===== config.mk =====
export PLATFORM = sky130hd
export DESIGN_NAME = pwm_cfg_sequencer
export DESIGN_NICKNAME = d
export VERILOG_FILES = /design/src/rtl/pwm_cfg_sequencer.sv
export SDC_FILE = /design/constraint.sdc
export NUM_CORES = 1
export LEC_CHECK = 0
export CORE_ASPECT_RATIO = 1.5
export CORE_MARGIN = 2
export CORE_UTILIZATION = 52
export DETAILED_ROUTE_END_ITERATION = 7
export PLACE_DENSITY = 0.81
export SETUP_SLACK_MARGIN = 0.15
export SYNTH_ARGS = -nofsm -noshare
export SYNTH_HDL_FRONTEND = slang
export SYNTH_SLANG_ARGS = --single-unit

===== constraint.sdc =====
create_clock -name clk_i -period 3.4 [get_ports clk_i]
set_clock_uncertainty 0.2 [all_clocks]
set_input_delay 0.34 -clock clk_i [delete_from_list [all_inputs] [get_ports clk_i]]
set_output_delay 0.34 -clock clk_i [all_outputs]
set_load 0.01 [all_outputs]

===== src/rtl/pwm_cfg_sequencer.sv =====
// pwm_cfg_sequencer
// Host-side configuration controller for the two-channel PWM peripheral.
// Takes one configuration request at a time over valid/ready and checks it
// against the PWM legality rules. A legal request becomes an ordered burst of
// single-cycle register writes: disable, divisor, period, duty, enable.
// A disable-only request (req_en_i=0) issues just the disable write.
// An illegal request is rejected with an err_o pulse and no writes.
//
// Ports:
//   clk_i        system clock, rising edge
//   rst_i        synchronous reset, active-high
//   req_valid_i  request present        req_ready_o  request can be accepted
//   req_ch_i     0 = channel 1, 1 = channel 2
//   req_en_i     1 = reconfigure + enable, 0 = disable only
//   req_div_i    divisor                req_per_i    period
//   req_dc_i     duty cycle
//   busy_o       sequence in progress
//   done_o       one-cycle pulse, sequence finished
//   err_o        one-cycle pulse, request rejected
//   write_o      PWM register write enable
//   addr_o       PWM register address
//   wdata_o      PWM write data
module pwm_cfg_sequencer #(
    parameter logic [7:0]  CH2_BASE = 8'h10,
    parameter logic [31:0] CTRL_ON  = 32'd7,
    parameter logic [31:0] CTRL_OFF = 32'd0
) (
    input  logic        clk_i,
    input  logic        rst_i,
    input  logic        req_valid_i,
    output logic        req_ready_o,
    input  logic        req_ch_i,
    input  logic        req_en_i,
    input  logic [31:0] req_div_i,
    input  logic [31:0] req_per_i,
    input  logic [31:0] req_dc_i,
    output logic        busy_o,
    output logic        done_o,
    output logic        err_o,
    output logic        write_o,
    output logic [7:0]  addr_o,
    output logic [31:0] wdata_o
);

    localparam logic [7:0] ADDR_CTRL = 8'd0;
    localparam logic [7:0] ADDR_DIV  = 8'd4;
    localparam logic [7:0] ADDR_PER  = 8'd8;
    localparam logic [7:0] ADDR_DC   = 8'd12;

    typedef enum logic [2:0] {
        StIdle, StErr, StWOff, StWDiv, StWPer, StWDc, StWOn, StFin
    } state_e;

    state_e      r_state;
    state_e      w_state_next;

    // Captured request
    logic        r_ch;
    logic        r_en;
    logic [31:0] r_div;
    logic [31:0] r_per;
    logic [31:0] r_dc;

    // Registered outputs
    logic        r_ready;
    logic        r_busy;
    logic        r_done;
    logic        r_err;
    logic        r_write;
    logic [7:0]  r_addr;
    logic [31:0] r_wdata;

    logic        w_accept;
    logic        w_illegal;
    logic        w_ch;
    logic [7:0]  w_base;
    logic        w_write_d;
    logic        w_done_d;
    logic        w_err_d;
    logic [7:0]  w_addr_d;
    logic [31:0] w_wdata_d;

    assign w_accept  = req_valid_i & r_ready;
    assign w_illegal = (req_div_i == 32'd0) | (req_per_i == 32'd0) | (req_dc_i >= req_per_i);

    // The disable write is decoded on the accepting edge, before r_ch is loaded.
    assign w_ch   = (r_state == StIdle) ? req_ch_i : r_ch;
    assign w_base = w_ch ? CH2_BASE : 8'h00;

    always_comb begin
        w_state_next = r_state;
        unique case (r_state)
            StIdle: begin
                if (w_accept) begin
                    w_state_next = (req_en_i && w_illegal) ? StErr : StWOff;
                end
            end
            StErr:   w_state_next = StIdle;
            StWOff:  w_state_next = r_en ? StWDiv : StFin;
            StWDiv:  w_state_next = StWPer;
            StWPer:  w_state_next = StWDc;
            StWDc:   w_state_next = StWOn;
            StWOn:   w_state_next = StFin;
            StFin:   w_state_next = StIdle;
            default: w_state_next = StIdle;
        endcase
    end

    // Outputs are decoded from the next state so they appear registered.
    always_comb begin
        w_write_d = 1'b0;
        w_done_d  = 1'b0;
        w_err_d   = 1'b0;
        w_addr_d  = r_addr;
        w_wdata_d = r_wdata;
        unique case (w_state_next)
            StErr:  w_err_d = 1'b1;
            StWOff: begin
                w_write_d = 1'b1;
                w_addr_d  = w_base + ADDR_CTRL;
                w_wdata_d = CTRL_OFF;
            end
            StWDiv: begin
                w_write_d = 1'b1;
                w_addr_d  = w_base + ADDR_DIV;
                w_wdata_d = r_div;
            end
            StWPer: begin
                w_write_d = 1'b1;
                w_addr_d  = w_base + ADDR_PER;
                w_wdata_d = r_per;
            end
            StWDc: begin
                w_write_d = 1'b1;
                w_addr_d  = w_base + ADDR_DC;
                w_wdata_d = r_dc;
            end
            StWOn: begin
                w_write_d = 1'b1;
                w_addr_d  = w_base + ADDR_CTRL;
                w_wdata_d = CTRL_ON;
            end
            StFin:  w_done_d = 1'b1;
            default: ;
        endcase
    end

    always_ff @(posedge clk_i) begin
        if (rst_i) begin
            r_state <= StIdle;
            r_ch    <= 1'b0;
            r_en    <= 1'b0;
            r_div   <= 32'd0;
            r_per   <= 32'd0;
            r_dc    <= 32'd0;
            r_ready <= 1'b1;
            r_busy  <= 1'b0;
            r_done  <= 1'b0;
            r_err   <= 1'b0;
            r_write <= 1'b0;
            r_addr  <= 8'd0;
            r_wdata <= 32'd0;
        end else begin
            r_state <= w_state_next;
            if (w_accept) begin
                r_ch  <= req_ch_i;
                r_en  <= req_en_i;
                r_div <= req_div_i;
                r_per <= req_per_i;
                r_dc  <= req_dc_i;
            end
            r_ready <= (w_state_next == StIdle);
            r_busy  <= (w_state_next != StIdle);
            r_done  <= w_done_d;
            r_err   <= w_err_d;
            r_write <= w_write_d;
            r_addr  <= w_addr_d;
            r_wdata <= w_wdata_d;
        end
    end

    assign req_ready_o = r_ready;
    assign busy_o      = r_busy;
    assign done_o      = r_done;
    assign err_o       = r_err;
    assign write_o     = r_write;
    assign addr_o      = r_addr;
    assign wdata_o     = r_wdata;

endmodule


# Word-level counts from Yosys, hierarchy flattened
# Cells that the tools add are included.
[word_totals]
input_bits = 101
wordCells = 56
regBits = 146
out_inout_bits = 45
[op_classes]
magnitude_cmp = 1
n_eq_ne = 14
reduce_logical = 11
add_sub_neg = 3
bitwise = 3
mux = 11
[ops]
columns = ["op", "count"]
rows = [
  ["32-bit case mux with 5 select lines", 1],
  ["32-bit logical NOT", 2],
  ["32-bit >= comparator", 1],
  ["8-bit case mux with 4 select lines", 1],
  ["3-bit equality test (second input constant)", 8],
  ["3-bit case mux with 7 select lines", 1],
  ["5-bit by 4-bit adder with 6-bit output (second input constant)", 2],
  ["3-bit by 2-bit equality test with 1-bit output (second input constant)", 4],
  ["5-bit by 3-bit adder with 6-bit output (second input constant)", 1],
  ["3-bit by 1-bit equality test with 1-bit output (second input constant)", 2],
  ["3-bit logical NOT", 2],
  ["3-bit two-way mux", 2],
  ["5-bit two-way mux", 1],
  ["5-bit nonzero test", 1],
  ["5-bit OR reduction", 1],
  ["1-bit two-way mux", 4],
  ["4-bit nonzero test", 1],
  ["2-bit OR reduction", 2],
  ["3-bit nonzero test", 1],
  ["2-bit two-way mux", 1],
  ["1-bit OR", 2],
  ["1-bit AND", 1],
  ["1-bit logical AND", 1],
]

# Depth between registers and ports, before layout
[logic_depth]
word_depth = 10
mapped_depth = 10
depth_no_buf = 8

# Worst setup path after synthesis
# OpenSTA, ideal clock, no wires.
[synth_timing]
path_type = "input to register"
startpoint = "in req_per_i[29]"
endpoint = "reg r_busy (netlist: busy_o)"
path_stages = 10
required_ns = 3.078
path_slack_ns = 0.758
arrival_time_ns = 2.320
setup_ns = 0.122
path_buffers = 2
path_cell_list = "inv_1 ha_1 a21o_1 a21o_1 a22o_1 or4_4 or2_1 buf_6 buf_6 a311o_1"
[synth_between]
elab_chain_cells = 8
word_cells_on_any_way = 9
cone_classes = "order compare (1); mux (3); bitwise (2); reduce/logical (3)"
[synth_rtl]
columns = ["item", "line_no", "rtl"]
rows = [
  ["start, declared", "35", "input logic [31:0] req_per_i,"],
  ["parallel branches: the longest is 2 deep, another holds 32-bit >= comparator", "n/a", ""],
  ["1-bit OR (*)", "84", "assign w_illegal = (req_div_i == 32'd0) | (req_per_i == 32'd0) | (req_dc_i >= req_per_i);"],
  ["1-bit logical AND (*)", "95", "w_state_next = (req_en_i && w_illegal) ? StErr : StWOff;"],
  ["2-bit two-way mux (*)", "95", ""],
  ["3-bit two-way mux (*)", "94", "if (w_accept) begin"],
  ["3-bit case mux with 7 select lines (*)", "92", "unique case (r_state)"],
  ["3-bit nonzero test (*)", "173", "r_busy <= (w_state_next != StIdle);"],
  ["end signal, assigned", "173", ""],
  ["end, declared", "66", "logic r_busy;"],
]
# Mark *: on every way between the ends.
# A chain may end at the register's enable or synchronous reset.

# Worst setup path in the final report
[layout_timing]
startpoint = "in req_per_i[0]"
endpoint = "reg r_busy (netlist: busy_o)"
# Same word-level chain as after synthesis.

==> results.yml <==
setup_path:
  crit_path_start_kind: "input pin"
  cpPeakStageDelay_ns: 0.58
  r2r_cells: 5
  arrival_ns: 3.14
  crit_family: "compound AO/OA/AOI/OAI gates"
  crit_required_ns: 3.56
  endpoint_kind: "register"
  cp_num_cells: 10
  r2r-end: "write_o$_SDFF_PP0_"
  crit_chain: "clkdlybuf4s50_1 -> ha_1 -> nand2b_1 -> a2111oi_0 -> buf_4 -> nand3b_1 -> a31oi_1 -> buf_4 -> o32ai_1 -> a311o_1"
  critical_path_class: "input pin to register"
  cpMostUsedCell: "buf_4"
  crit_fanout: 5
  cp_slowest_cell: "a2111oi_0"
  reg2reg_from: "r_state[0]$_SDFF_PP0_"
  endpoint: "busy_o$_SDFF_PP0_"
  ff2ff_setup_slack_ns: 0.72
  crit_buf_inv: 3
  critPathLaunch: "req_per_i[0]"
power_and_ir_drop:
  irDropWorstVdd_uv: 345
  p_leak_uw: 0.00364
  p_per_area_nw_per_um2: 631
  finalPower_uw: 5790
detailed_routing:
  viasPerCell: 5.99
  ant_nets: 0
  dr.pass1.iters: 6
  first_iter_violations: 646
  num_vias: 7295
  wl_per_cell_um: 17.5
  routed_wl_um: 21400
  drc_errors: 0
timing:
  drv_slew: 0
  relSlewSlack: 0.318
  rsz0062_at_grt: "false"
  clock.fmax_ghz: 0.336
  tns_ns: 0
  fin_crit_sh: 0.877
  min_period_ns: 2.98
  finalHoldViolations: 0
  tightest_slew_ns: 1.02
  setup_viol: 0
  hold_ws_ns: 0.253
cts:
  numCtsBuffers: 17
  cts_buffer_depth: 2
  htreeDepth: 4
  clk_latency_ns: 0.42
  cts_hold_buf: 0
  cts_resized: 0
  clock_sinks: 141
  cts_root_buffer: "clkbuf_16"
  postCtsSetupBuffers: 0
  cts_tree: "yes"
  clk_pin_slew_ns: 0.06
synth:
  async_flop_share: 0
  synth_edf_count: 0
  synth_flop_cell: "dfxtp_1"
  syn_area_um2: 7080
  yosysTopAreaCell: "dfxtp_1"
  ys_top_cells_by_area: "dfxtp_1, nand2_1, a21oi_1, ha_1, a222oi_1"
  yosys.area.top_type_share: 0.399
  avgSynthCellArea_um2: 7.58
  seq_area_frac_synth: 0.399
  ys_ff_latch: 141
  synthCells: 934
  synth_warnings: 0
  synth_cell_types: 45
place:
  numPortBuffers: 140
  place_area_um2: 8590
  dp_hpwl_um: 15000
  place_congestion: 0.884
final_layout:
  final_layout_size_suffix_gt1_frac: 0.0644
  seq_area_um2: 2820
  layout_commonest_cell: "nand2_1"
  antenna_cells: 0
  multi_input_area_um2: 3810
  nets: 1176
  post-route-util: 0.685
  fillerInstances: 1155
  mostFrequentLayoutCells: "nand2_1, dfxtp_1, clkdlybuf4s50_1"
  area_growth_pct: 29.8
  fin_area_um2: 9190
grt:
  grt_remaining_overflow: 0
  grtUsageTotal: 0.291
  grt-busiest-layer: "met2"
  grt_pass1_vias: 6843
  grt_max_degree: 101
  met3_usage: 0.0447
  met1_usage: 0.336
  grt_pass1_wl_um: 33700
  groute.layer.met2.usage: 0.510
  antenna_found_initial: 0
floorplan:
  ios: 146
  coreArea_um2: 13400
  dieArea_um2: 14600
  dieWidth_um: 99.3
  fp.dieH_um: 147
  fp-row-count: 52
  start_util: 0.528
worst_hold_path:
  min-delay-path-class: "register to register"
  hold_path.startpoint: "r_div[4]$_SDFFE_PP0P_"
status:
  status: "finished clean"
flow_run:
  drv_cap: 0
-- cell type report --
type	count	share of cell area
flip-flops and latches	141	0.307
clock inverters	14	0.0184
inverters	36	0.0147
repair buffers	166	0.176
multi-input cells	681	0.415
well taps	162	0.0221
clock buffers	18	0.0467
-- flip-flops by register name, indices dropped and copies added (netlist names), 3 cells and up --
register,cells
r_dc,32
wdata_o,32
r_state,3
addr_o,3
r_div,32
r_per,32
-- per-layer routing --
layer  vias to the layer above  wire (um)
met3                        66       1410
met5                         -          0
met4                         0       1030
met1                      3400       7850
met2                       330      11100
li1                       3499          -
-- cells by family (layout without fill, tap and decap cells) --
group / after synthesis / in the layout / share of synthesized area
buffers and inverters: 116 / 234 / 0.0686
AND/OR/NAND/NOR: 429 / 429 / 0.267
AO/OA/AOI/OAI: 212 / 212 / 0.204
adder cells (fa/ha/maj): 32 / 32 / 0.0566
multiplexers: 3 / 3 / 0.00477
other: 1 / 5 / 0.000530
flip-flops: 141 / 141 / 0.399
-- per-stage QoR --
step	setup slack, ns	instances
2_1_floorplan	0.758	938
4_1_cts	0.460	1218
5_1_grt	0.250	1218
6_report	0.420	1218
3_5_place_dp	0.0838	1186
3_3_place_gp	0.0794	1186
-- tightest hold or removal path: stages, from the launching register on --
cell and delay, ns:
dfxtp_1 0.30, nand2_1 0.05, a21oi_1 0.05
-- worst min-delay path by stage --
stage | cells after the start | endpoint | slack (ns)
finish | 2 | r_div[4]$_SDFFE_PP0P_ | 0.25
CTS | 2 | r_div[4]$_SDFFE_PP0P_ | 0.26
global placement | 2 | r_per[6]$_SDFFE_PP0P_ | 0.24
detailed placement | 2 | r_div[3]$_SDFFE_PP0P_ | 0.25
floorplan | 2 | r_dc[0]$_SDFFE_PP0P_ | 0.23
global route | 2 | r_per[16]$_SDFFE_PP0P_ | 0.27
-- cells in the mapped netlist (2+ instances only) --
cell / number
a2111oi_0: 2
a211oi_1: 2
a21o_1: 3
a21oi_1: 111
a222oi_1: 32
a311o_1: 30
a311oi_1: 3
and2_1: 2
buf_1: 6
buf_4: 5
buf_6: 4
clkbuf_1: 64
dfxtp_1: 141
ha_1: 32
inv_1: 36
mux2_2: 3
nand2_1: 245
nand2b_1: 5
nand3_1: 58
nand3b_1: 4
nand4_1: 8
nor2_1: 46
nor2b_1: 30
nor3_1: 6
nor4_1: 20
o21a_1: 2
o21ai_0: 12
o22ai_1: 5
-- power by group --
group          internal, uW  total (uW)  switching (uW)
Combinational           678        1820            1140
Sequential             1910        2100             192
Clock                  1150        1870             717
Total                  3740        5790            2050
(Power assumes the default switching activity.)
